[config.mk]
export PLATFORM = sky130hd
export DESIGN_NAME = predictor_puc_tagged_flat
export DESIGN_NICKNAME = d
export VERILOG_FILES = /design/src/rtl/puc_pkg.sv /design/src/rtl/predictor_puc_tagged_if.sv /design/src/rtl/puc_sat_ctr.sv /design/src/rtl/predictor_puc_tagged.sv /design/src/flat_wrapper.sv
export SDC_FILE = /design/constraint.sdc
export NUM_CORES = 1
export LEC_CHECK = 0
export BUFFER_PORTS_ARGS = -buffer_cell sky130_fd_sc_hd__buf_2
export CORE_MARGIN = 4
export CORE_UTILIZATION = 43
export CTS_CLUSTER_DIAMETER = 200
export CTS_CLUSTER_SIZE = 12
export DETAILED_ROUTE_END_ITERATION = 12
export PLACE_DENSITY = 0.64
export REMOVE_ABC_BUFFERS = 1
export SETUP_SLACK_MARGIN = 0.5
export SLEW_MARGIN = 10
export SYNTH_ARGS = -nofsm -noshare
export SYNTH_HDL_FRONTEND = slang
export SYNTH_HIERARCHICAL = 1
export SYNTH_SLANG_ARGS = --single-unit
[constraint.sdc]
create_clock -name clk -period 8.7 [get_ports clk]
set_input_delay 1.74 -clock clk [delete_from_list [all_inputs] [get_ports clk]]
set_output_delay 1.74 -clock clk [all_outputs]
set_load 0.02 [all_outputs]
[src/rtl/puc_pkg.sv]
// Shared definitions for the partial-tag uncache predictor: defaults, entry layout,
// FSM encoding and the entry update rule shared by the write path and the read bypass.
package puc_pkg;

  localparam int PUC_IDX_W      = 5;
  localparam int PUC_TAG_W      = 4;
  localparam int PUC_CNT_W      = 2;
  localparam int PUC_RD_PORTS   = 2;

  // Widest tag/counter the shared entry type can carry; instances zero-extend into it.
  localparam int PUC_TAG_MAX_W  = 16;
  localparam int PUC_CNT_MAX_W  = 8;

  localparam int PUC_CTR_LSB    = 0;
  localparam int PUC_TAG_LSB    = PUC_CTR_LSB + PUC_CNT_MAX_W;
  localparam int PUC_VALID_BIT  = PUC_TAG_LSB + PUC_TAG_MAX_W;
  localparam int PUC_ENTRY_W    = PUC_VALID_BIT + 1;

  typedef enum logic {
    PUC_IDLE  = 1'b0,
    PUC_CLEAR = 1'b1
  } puc_state_e;

  typedef struct packed {
    logic                     valid;
    logic [PUC_TAG_MAX_W-1:0] tag;
    logic [PUC_CNT_MAX_W-1:0] ctr;
  } puc_entry_t;

  function automatic logic [PUC_CNT_MAX_W-1:0] puc_ctr_ones(input int cnt_w);
    logic [PUC_CNT_MAX_W-1:0] ones;
    ones = '0;
    for (int i = 0; i < PUC_CNT_MAX_W; i++) begin
      ones[i] = (i < cnt_w);
    end
    return ones;
  endfunction

  // A hit keeps the tag and takes the saturated counter; a miss allocates a strong counter.
  function automatic puc_entry_t puc_entry_next(
    input puc_entry_t               cur,
    input logic [PUC_TAG_MAX_W-1:0] tag,
    input logic                     uc,
    input logic [PUC_CNT_MAX_W-1:0] sat_ctr,
    input logic [PUC_CNT_MAX_W-1:0] ctr_ones
  );
    puc_entry_t nxt;
    nxt.valid = 1'b1;
    nxt.tag   = tag;
    if (cur.valid && (cur.tag == tag)) begin
      nxt.ctr = sat_ctr;
    end else begin
      nxt.ctr = uc ? ctr_ones : '0;
    end
    return nxt;
  endfunction

endpackage

[src/rtl/predictor_puc_tagged_if.sv]
// Request/response bundle of the uncache predictor: read ports, training port, flush and busy.
interface predictor_puc_tagged_if import puc_pkg::*; #(
  parameter int IDX_W    = PUC_IDX_W,
  parameter int TAG_W    = PUC_TAG_W,
  parameter int RD_PORTS = PUC_RD_PORTS
);
  localparam int ADDR_W = IDX_W + TAG_W;

  logic [RD_PORTS*ADDR_W-1:0] rd_addr_i;
  logic [RD_PORTS-1:0]        rd_uc_o;
  logic [RD_PORTS-1:0]        rd_hit_o;
  logic                       upd_valid_i;
  logic [ADDR_W-1:0]          upd_addr_i;
  logic                       upd_uc_i;
  logic                       flush_i;
  logic                       busy_o;

  modport master (
    output rd_addr_i, upd_valid_i, upd_addr_i, upd_uc_i, flush_i,
    input  rd_uc_o, rd_hit_o, busy_o
  );

  modport slave (
    input  rd_addr_i, upd_valid_i, upd_addr_i, upd_uc_i, flush_i,
    output rd_uc_o, rd_hit_o, busy_o
  );

endinterface

[src/rtl/puc_sat_ctr.sv]
// Saturating up/down next-value logic for one hysteresis counter; CNT_W=1 degenerates to set/clear.
module puc_sat_ctr #(
  parameter int CNT_W = 2
) (
  input  logic [CNT_W-1:0] ctr_i,
  input  logic             up_i,
  output logic [CNT_W-1:0] ctr_o
);

  always_comb begin
    ctr_o = ctr_i;
    if (up_i) begin
      if (ctr_i != {CNT_W{1'b1}}) begin
        ctr_o = ctr_i + CNT_W'(1);
      end
    end else begin
      if (ctr_i != {CNT_W{1'b0}}) begin
        ctr_o = ctr_i - CNT_W'(1);
      end
    end
  end

endmodule

[src/rtl/predictor_puc_tagged.sv]
// Partial-tag uncache-attribute predictor: combinational read ports with update bypass,
// one training port and a one-entry-per-cycle clear walk after reset or flush.
module predictor_puc_tagged import puc_pkg::*; #(
  parameter int IDX_W      = PUC_IDX_W,
  parameter int TAG_W      = PUC_TAG_W,
  parameter int CNT_W      = PUC_CNT_W,
  parameter int RD_PORTS   = PUC_RD_PORTS,
  parameter bit DEFAULT_UC = 1'b1
) (
  input  logic                  clk,
  input  logic                  rst_n,
  predictor_puc_tagged_if.slave bus
);

  localparam int ADDR_W = IDX_W + TAG_W;
  localparam int DEPTH  = 2 ** IDX_W;

  logic [DEPTH-1:0] valid_q;
  logic [TAG_W-1:0] tag_q [DEPTH];
  logic [CNT_W-1:0] ctr_q [DEPTH];

  puc_state_e       state_q;
  puc_state_e       state_d;
  logic [IDX_W-1:0] ptr_q;
  logic [IDX_W-1:0] ptr_d;
  logic             busy;
  logic             clear_en;
  logic             upd_accept;

  logic [IDX_W-1:0] upd_idx;
  logic [TAG_W-1:0] upd_tag;
  logic [CNT_W-1:0] cur_ctr;
  logic [CNT_W-1:0] sat_ctr;
  puc_entry_t       cur_ent;
  puc_entry_t       wr_ent;
  logic             wr_valid;
  logic [TAG_W-1:0] wr_tag;
  logic [CNT_W-1:0] wr_ctr;
  logic             unused_wr;

  logic [RD_PORTS-1:0] rd_hit;
  logic [RD_PORTS-1:0] rd_uc;

  assign upd_idx = bus.upd_addr_i[IDX_W-1:0];
  assign upd_tag = bus.upd_addr_i[ADDR_W-1:IDX_W];

  always_ff @(posedge clk) begin
    if (!rst_n) begin
      state_q <= PUC_CLEAR;
      ptr_q   <= '0;
    end else begin
      state_q <= state_d;
      ptr_q   <= ptr_d;
    end
  end

  // Flush outranks training; a flush during the walk restarts it from entry 0.
  always_comb begin
    state_d    = state_q;
    ptr_d      = ptr_q;
    clear_en   = 1'b0;
    upd_accept = 1'b0;
    busy       = 1'b0;
    case (state_q)
      PUC_IDLE: begin
        if (bus.flush_i) begin
          state_d = PUC_CLEAR;
          ptr_d   = '0;
        end else begin
          upd_accept = bus.upd_valid_i && rst_n;
        end
      end
      PUC_CLEAR: begin
        busy     = 1'b1;
        clear_en = 1'b1;
        if (bus.flush_i) begin
          ptr_d = '0;
        end else begin
          ptr_d = ptr_q + IDX_W'(1);
          if (ptr_q == {IDX_W{1'b1}}) begin
            state_d = PUC_IDLE;
          end
        end
      end
      default: begin
        state_d = PUC_CLEAR;
        ptr_d   = '0;
      end
    endcase
  end

  assign cur_ctr = ctr_q[upd_idx];

  puc_sat_ctr #(
    .CNT_W (CNT_W)
  ) u_sat_ctr (
    .ctr_i (cur_ctr),
    .up_i  (bus.upd_uc_i),
    .ctr_o (sat_ctr)
  );

  always_comb begin
    cur_ent       = '0;
    cur_ent.valid = valid_q[upd_idx];
    cur_ent.tag   = PUC_TAG_MAX_W'(tag_q[upd_idx]);
    cur_ent.ctr   = PUC_CNT_MAX_W'(cur_ctr);
    wr_ent        = puc_entry_next(cur_ent, PUC_TAG_MAX_W'(upd_tag), bus.upd_uc_i,
                                   PUC_CNT_MAX_W'(sat_ctr), puc_ctr_ones(CNT_W));
  end

  assign wr_valid  = wr_ent.valid;
  assign wr_tag    = wr_ent.tag[TAG_W-1:0];
  assign wr_ctr    = wr_ent.ctr[CNT_W-1:0];
  assign unused_wr = ^wr_ent;

  // Table storage has no reset; validity is only ever established by the clear walk.
  always_ff @(posedge clk) begin
    if (clear_en) begin
      valid_q[ptr_q] <= 1'b0;
    end else if (upd_accept) begin
      valid_q[upd_idx] <= wr_valid;
      tag_q[upd_idx]   <= wr_tag;
      ctr_q[upd_idx]   <= wr_ctr;
    end
  end

  for (genvar p = 0; p < RD_PORTS; p++) begin : g_rd
    logic [IDX_W-1:0] r_idx;
    logic [TAG_W-1:0] r_tag;
    logic             byp;
    logic             e_valid;
    logic [TAG_W-1:0] e_tag;
    logic [CNT_W-1:0] e_ctr;
    logic             hit;

    assign r_idx   = bus.rd_addr_i[p*ADDR_W +: IDX_W];
    assign r_tag   = bus.rd_addr_i[p*ADDR_W+IDX_W +: TAG_W];
    // A same-index update is visible to the read in the cycle it is accepted.
    assign byp     = upd_accept && (r_idx == upd_idx);
    assign e_valid = byp ? wr_valid : valid_q[r_idx];
    assign e_tag   = byp ? wr_tag   : tag_q[r_idx];
    assign e_ctr   = byp ? wr_ctr   : ctr_q[r_idx];
    assign hit     = !busy && e_valid && (e_tag == r_tag);

    assign rd_hit[p] = hit;
    assign rd_uc[p]  = hit ? e_ctr[CNT_W-1] : DEFAULT_UC;
  end

  assign bus.rd_hit_o = rd_hit;
  assign bus.rd_uc_o  = rd_uc;
  assign bus.busy_o   = busy;

endmodule

[src/flat_wrapper.sv]
// flat-port wrapper written by rule: the top's interface ports become plain ports
module predictor_puc_tagged_flat import puc_pkg::*;
#(
  parameter int IDX_W      = PUC_IDX_W,
  parameter int TAG_W      = PUC_TAG_W,
  parameter int CNT_W      = PUC_CNT_W,
  parameter int RD_PORTS   = PUC_RD_PORTS,
  parameter bit DEFAULT_UC = 1'b1
)
  (clk, rst_n, bus_rd_addr_i, bus_upd_valid_i, bus_upd_addr_i, bus_upd_uc_i, bus_flush_i, bus_rd_uc_o, bus_rd_hit_o, bus_busy_o);
  predictor_puc_tagged_if #(.IDX_W(IDX_W), .TAG_W(TAG_W), .RD_PORTS(RD_PORTS)) bus_i ();
  input  logic clk;
  input  logic rst_n;
  input wire logic [$bits(bus_i.rd_addr_i)-1:0] bus_rd_addr_i;
  input wire logic [$bits(bus_i.upd_valid_i)-1:0] bus_upd_valid_i;
  input wire logic [$bits(bus_i.upd_addr_i)-1:0] bus_upd_addr_i;
  input wire logic [$bits(bus_i.upd_uc_i)-1:0] bus_upd_uc_i;
  input wire logic [$bits(bus_i.flush_i)-1:0] bus_flush_i;
  output wire logic [$bits(bus_i.rd_uc_o)-1:0] bus_rd_uc_o;
  output wire logic [$bits(bus_i.rd_hit_o)-1:0] bus_rd_hit_o;
  output wire logic [$bits(bus_i.busy_o)-1:0] bus_busy_o;
  assign bus_i.rd_addr_i = bus_rd_addr_i;
  assign bus_i.upd_valid_i = bus_upd_valid_i;
  assign bus_i.upd_addr_i = bus_upd_addr_i;
  assign bus_i.upd_uc_i = bus_upd_uc_i;
  assign bus_i.flush_i = bus_flush_i;
  assign bus_rd_uc_o = bus_i.rd_uc_o;
  assign bus_rd_hit_o = bus_i.rd_hit_o;
  assign bus_busy_o = bus_i.busy_o;
  predictor_puc_tagged #(.IDX_W(IDX_W), .TAG_W(TAG_W), .CNT_W(CNT_W), .RD_PORTS(RD_PORTS), .DEFAULT_UC(DEFAULT_UC)) u_core (.clk(clk), .rst_n(rst_n), .bus(bus_i));
endmodule
# Yosys cells after proc, flatten, opt, wreduce, memory -nomap -nowiden
# Memories as Yosys holds them, arrays and structs flattened.
# Cells that the tools add are included.
[word_totals] ram_bits=192 out_inout_bits=5 elab_cells=77 ff_bits=38 input_bits=32 mem_count=2
[classes] eq_ne=8 n_reduce_logical=13 add_sub_neg=3 n_bitwise=4 magnitude_cmp=6 muxes=38
[memory_table] memory="u_core.tag_q" depth=32 width=4 rd=3 rd_ports_with_merged_regs=0 wr=1 line_no="predictor_puc_tagged.sv:19" source="logic [TAG_W-1:0] tag_q [DEPTH];"
[memory_table] memory="u_core.ctr_q" depth=32 width=2 rd=3 rd_ports_with_merged_regs=0 wr=1 line_no="predictor_puc_tagged.sv:20" source="logic [CNT_W-1:0] ctr_q [DEPTH];"
[op_table] op="$mux W32" n=2
[op_table] op="$and A32 B32 Y32" n=1
[op_table] op="$not A32 Y32" n=1
[op_table] op="$or A32 B32 Y32" n=1
[op_table] op="$lt A5 B6 Y1 const B" n=4
[op_table] op="$mux W1" n=18
[op_table] op="$bmux W1 S5" n=3
[op_table] op="$mux W2" n=7
[op_table] op="$eq A4 B4 Y1" n=3
[op_table] op="$demux W1 S5" n=2
[op_table] op="$eq A5 B5 Y1" n=2
[op_table] op="$ge A5 B1 Y1 const B" n=2
[op_table] op="$logic_and A1 B1 Y1" n=10
[op_table] op="$mux W5" n=2
[op_table] op="$pmux W5 S2" n=1
[op_table] op="$mux W4" n=2
[op_table] op="$add A5 B1 Y5 const B" n=1
[op_table] op="$eq A5 B5 Y1 const B" n=1
[op_table] op="$ne A2 B2 Y1 const B" n=2
[op_table] op="$reduce_bool A2 Y1" n=2
[op_table] op="$add A2 B1 Y2 const B" n=1
[op_table] op="$pmux W1 S2" n=1
[op_table] op="$sub A2 B1 Y2 const B" n=1
[op_table] op="$logic_not A1 Y1" n=1
[op_table] op="$not A1 Y1" n=1

# Depth between registers and ports, before layout
[logic_depth] word_depth=8 mapped_depth=12 mapped_depth_nobuf=8

# By module
# Netlist, hierarchy kept.
[by_module_without_submodules] mod="predictor_puc_tagged" cells_per_inst=898 area_per_inst_um2=13356.6 seq_area_each_um2=6846.6 n_inst=1
[by_module_without_submodules] mod="puc_sat_ctr" cells_per_inst=3 area_per_inst_um2=26.3 seq_area_each_um2=0.0 n_inst=1

# Worst setup path before layout
# OpenSTA, ideal clock, no wires.
[synth_timing] kind="input to output" startpoint="input bus_upd_addr_i[0]" endpoint="output bus_rd_uc_o[1]" n_path_buf=4 stages=11 setup_slack_ps=2528 required_time_ps=6960 arrival_ps=4432 cell_sequence="clkbuf_1 > clkbuf_1 > buf_2 > buf_2 > mux4_2 > a22oi_1 > nand4_1 > maj3_2 > nor2_1 > mux2_2 > o21ai_1"
[synth_via] elab_chain_len=7 elab_cells_between_ends=23 classes_between="add/sub (2); eq/ne (4); mux (10); reduce/logical (5); memory (2)"
[synth_lines] element="start: declaration" line_no="flat_wrapper.sv:16" source="input wire logic [$bits(bus_i.upd_addr_i)-1:0] bus_upd_addr_i;"
[synth_lines] element="$mem_v2 Z32 W2 *"
[synth_lines] element="net u_core.cur_ctr[1]" line_no="predictor_puc_tagged.sv:32" source="logic [CNT_W-1:0] cur_ctr;"
[synth_lines] element="$sub A2 B1 Y2 (tied with other cells)" line_no="puc_sat_ctr.sv:18" source="ctr_o = ctr_i - CNT_W'(1);"
[synth_lines] element="$mux W2 (on tied branches)" line_no="puc_sat_ctr.sv:17, puc_sat_ctr.sv:13"
[synth_lines] element="$mux W2 *" line_no="puc_sat_ctr.sv:12" source="if (up_i) begin"
[synth_lines] element="net u_core.sat_ctr[1]" line_no="predictor_puc_tagged.sv:33" source="logic [CNT_W-1:0] sat_ctr;"
[synth_lines] element="$mux W2 *" line_no="puc_pkg.sv:50" source="if (cur.valid && (cur.tag == tag)) begin"
[synth_lines] element="$mux W2 *" line_no="predictor_puc_tagged.sv:142" source="assign e_ctr = byp ? wr_ctr : ctr_q[r_idx];"
[synth_lines] element="$mux W1 *" line_no="predictor_puc_tagged.sv:146" source="assign rd_uc[p] = hit ? e_ctr[CNT_W-1] : DEFAULT_UC;"
[synth_lines] element="end: declaration" line_no="flat_wrapper.sv:19" source="output wire logic [$bits(bus_i.rd_uc_o)-1:0] bus_rd_uc_o;"
# The timed path passes the listed nets; every way through them passes the cells marked *. The select of a mux whose other input is x is not followed.

# Worst setup path in the final report
[layout_timing] startpoint="input bus_upd_addr_i[1]" endpoint="output bus_rd_uc_o[1]"
[layout_via] elab_chain_len=7 elab_cells_between_ends=23 classes_between="add/sub (2); eq/ne (4); mux (10); reduce/logical (5); memory (2)"
[layout_lines] element="$mem_v2 Z32 W2"
[layout_lines] element="$sub A2 B1 Y2 (tied with other cells)" line_no="puc_sat_ctr.sv:18"
[layout_lines] element="$mux W2 (on tied branches)" line_no="puc_sat_ctr.sv:17, puc_sat_ctr.sv:13"
[layout_lines] element="$mux W2" line_no="puc_sat_ctr.sv:12"
[layout_lines] element="$mux W2" line_no="puc_pkg.sv:50"
[layout_lines] element="$mux W2" line_no="predictor_puc_tagged.sv:142"
[layout_lines] element="$mux W1 *" line_no="predictor_puc_tagged.sv:146"
# Every way passes the cells marked *; elsewhere a longest branch is shown, timed or not. The select of a mux whose other input is x is not followed.

==> metrics.csv <==
metric,value,unit
NetSw,0.623,mW
Die Ht,184,um
Pleak,4.73,nW
WHS Endpoint,u_core/ptr_q[1],
ANT cells,0,
FF-to-FF End,u_core/ctr_q[28][0],
hold path startpoint,u_core/ptr_q[1],
Worst-Skew Late Latency,0.55,ns
RSZ-0062 raised after global routing,no,
Die Wd,184,um
Placer Congestion,0.996,
status,finished clean,
vias per cell,7.02,
# rows,64,
"Cell Area, Synth",0.0134,sq mm
final wirelength,42200,um
clock share of power,37.1,%
Max clock buf depth,3,
core area,0.0307,sq mm
hold_buf cts,0,
CP Data Arrival Time,5.50,ns
Post-Place Cells,1276,
Syn-to-layout area delta,7.81,%
Starting Density,43.6,%
hold depth,2,
R2R cell count,7,
register share of total power,50.5,%
final worst setup slack,1.46,ns
Placement Setup Slack,1.56,ns
Clock Sinks,230,
Max Slew Vio Count,0,
required time of the critical path,6.96,ns
DRC violations left,0,
clock root buffer,clkbuf_16,
Synthesis Warnings,6,
Util after Layout,47.0,%
DRT iter0 DRCs,1271,
Overflow after GRT,0,
crit path time final,7.24,ns
worst r2r src,u_core/tag_q[27][0],
GRT Overall Usage,24.6,%
largest net degree at the start of global routing,59,
total setup buffers inserted after CTS,0,
Pre-antenna DRT Iters,6,
"flops & latches, synth",230,
final hold violations,0,
Netlist cell types,69,
sequential area share after synthesis,51.2,%
routed vias,9176,
worst vdd ir,0.000134,V
internal reg-to-reg setup slack,5.21,ns
first-pass GRT wire length,61500,um
register clock-pin slew on the reported worst setup and hold paths,0.06,ns
total power,2.46,mW
critical-path maximum fanout,58,
Mapped Avg Cell Area,14.9,sq um
Filler Cell Count,2628,
Final Non-Filler Cells,1308,
post-route cell area,0.0144,sq mm
Tightest Hold Check Type,reg2reg,
Worst-Margin Slew,1.33,ns
largest stage delay on the critical path,0.72,ns
total number of H-tree levels,1,
TritonCTS clock tree,built,
period utilization,83.2,%
final net count,942,
Worst setup SP type,primary input,
Final ANT Viol Nets,0,
Setup Skew,0.0212,ns
async set or reset register ratio after synthesis,0,%
dpl hpwl,28700,um
I/O Pins,37,
hold slack,0.586,ns
PD cells,170,mW/mm^2
initial antenna violation count,0,
cts bufs inserted,23,
"EDFF count, synth",224,
Crit-path slowest cell,buf_4,
Power Internal,1.84,mW
Gate power share,12.3,%
wire length per cell,32.3,um
"Gates resized, CTS repair",0,
Switching Fraction,25.3,%
Relative slew margins,10.8,%
dominant synthesized flop cell,edfxtp_1,
Synth Instances,901,
CP Class,in2out,
share of layout cells above drive strength 1,23.7,%
Area after DPL,0.0138,sq mm
Port-buffer cells,36,
Maximum Capacitance Violations,0,
Worst Setup End Kind,output pin,
vias in the first global route,8898,
Crit. Startpoint,bus_upd_addr_i[1],
crit-path cells,buf_4 > buf_12 > mux2i_1 > o22ai_1 > a2111oi_0 > nand4b_1 > xnor2_1 > nor4_2 > mux2_2 > o21ai_1 > buf_2,
Final Setup Violations,0,
DIE AREA,0.0340,sq mm
achievable clock frequency,138,MHz
setup total negative slack,0,ns
[worst max-delay path, delay by kind of cell]
kind / cells / cell delay, ns
AND/OR/NAND/NOR: 2 / 0.83
AO/OA/AOI/OAI: 3 / 0.73
XOR/XNOR: 1 / 0.18
multiplexers: 2 / 0.69
buffers and inverters: 3 / 1.26
[layer usage]
layer | GRT usage, % | vias up | routed length, um
li1 | - | 3709 | -
met1 | 35.3 | 4686 | 16500
met2 | 37.1 | 685 | 18700
met3 | 6.14 | 96 | 5460
met4 | 8.07 | 0 | 1560
met5 | 0 | - | 0
[cell families (layout without fill, tap and decap cells)]
family	count (synthesis)	after routing	share of synthesized area [%]
xor+xnor	26	26	1.70
flops	230	230	51.2
buf+inv	86	97	3.41
compound gates	150	150	7.17
simple gates	176	176	6.90
fa+ha+maj	7	7	0.636
mux	226	226	29.0
[cell usage after synthesis, types with 11 or more instances]
| cell type | n | area, sq um |
|---|---|---|
| nand2b_1 | 11 | 68.8 |
| mux4_2 | 116 | 2610 |
| xnor2_1 | 13 | 114 |
| a21oi_1 | 70 | 350 |
| nand2_1 | 25 | 93.8 |
| buf_2 | 26 | 130 |
| mux2i_1 | 92 | 921 |
| a22oi_1 | 13 | 97.6 |
| nor2_1 | 65 | 244 |
| clkbuf_1 | 21 | 78.8 |
| xor2_1 | 13 | 114 |
| edfxtp_1 | 224 | 6730 |
| o22ai_1 | 18 | 113 |
| o221ai_1 | 11 | 96.3 |
| nor3_1 | 15 | 75.1 |
[cell type report]
| class | count | area [sq um] | area share, % |
|---|---|---|---|
| clock buffers | 30 | 602 | 4.17 |
| clock inverters | 2 | 31.3 | 0.217 |
| inverters | 12 | 45.0 | 0.312 |
| multi-input cells | 585 | 6080 | 42.1 |
| flip-flops and latches | 230 | 6850 | 47.5 |
| well taps | 396 | 495 | 3.43 |
| repair buffers | 53 | 328 | 2.27 |
[power groups by stage]
stage	logic (mW)	registers, mW	clock network [mW]
2_1_floorplan	0.159	1.26	0
3_3_place_gp	0.294	1.27	0
3_5_place_dp	0.297	1.27	0
4_1_cts	0.297	1.24	0.927
5_1_grt	0.317	1.24	0.976
6_report	0.303	1.24	0.914
[cells in the final DEF (no fill, tap or decap), drive strengths merged, types with 3 or more instances in the layout]
master and n:
xor2 13, o21ai 9, a211oi 4, nand4b 3
a21oi 70, o22ai 18, nand3b 4, inv 13
nand3 5, nor4 5, clkbuf 30, edfxtp 224
xnor2 13, nand4 9, or3b 3, dfxtp 6
nor2b 4, nand2b 11, mux2i 92, a22oi 13
and3 4, a221oi 5, ha 5, and3b 4
buf 53, o221ai 11, mux2 8, nand2 25
nor3 15, nor3b 6, mux4 126, nor2 65
[registers in the layout, summed over array words and instances (netlist names)]
name            cells
u_core/ptr_q        5
u_core/tag_q      128
u_core/state_q      1
u_core/valid_q     32
u_core/ctr_q       64
[worst max path at each step]
stage / endpoint / cells past startpoint
after floorplan: bus_rd_uc_o[1] / 7
after global placement: bus_rd_uc_o[1] / 11
after detailed placement: bus_rd_uc_o[1] / 11
after CTS: bus_rd_uc_o[1] / 11
after global routing: bus_rd_uc_o[1] / 11
final: bus_rd_uc_o[1] / 11
(Power assumes the default switching activity.)
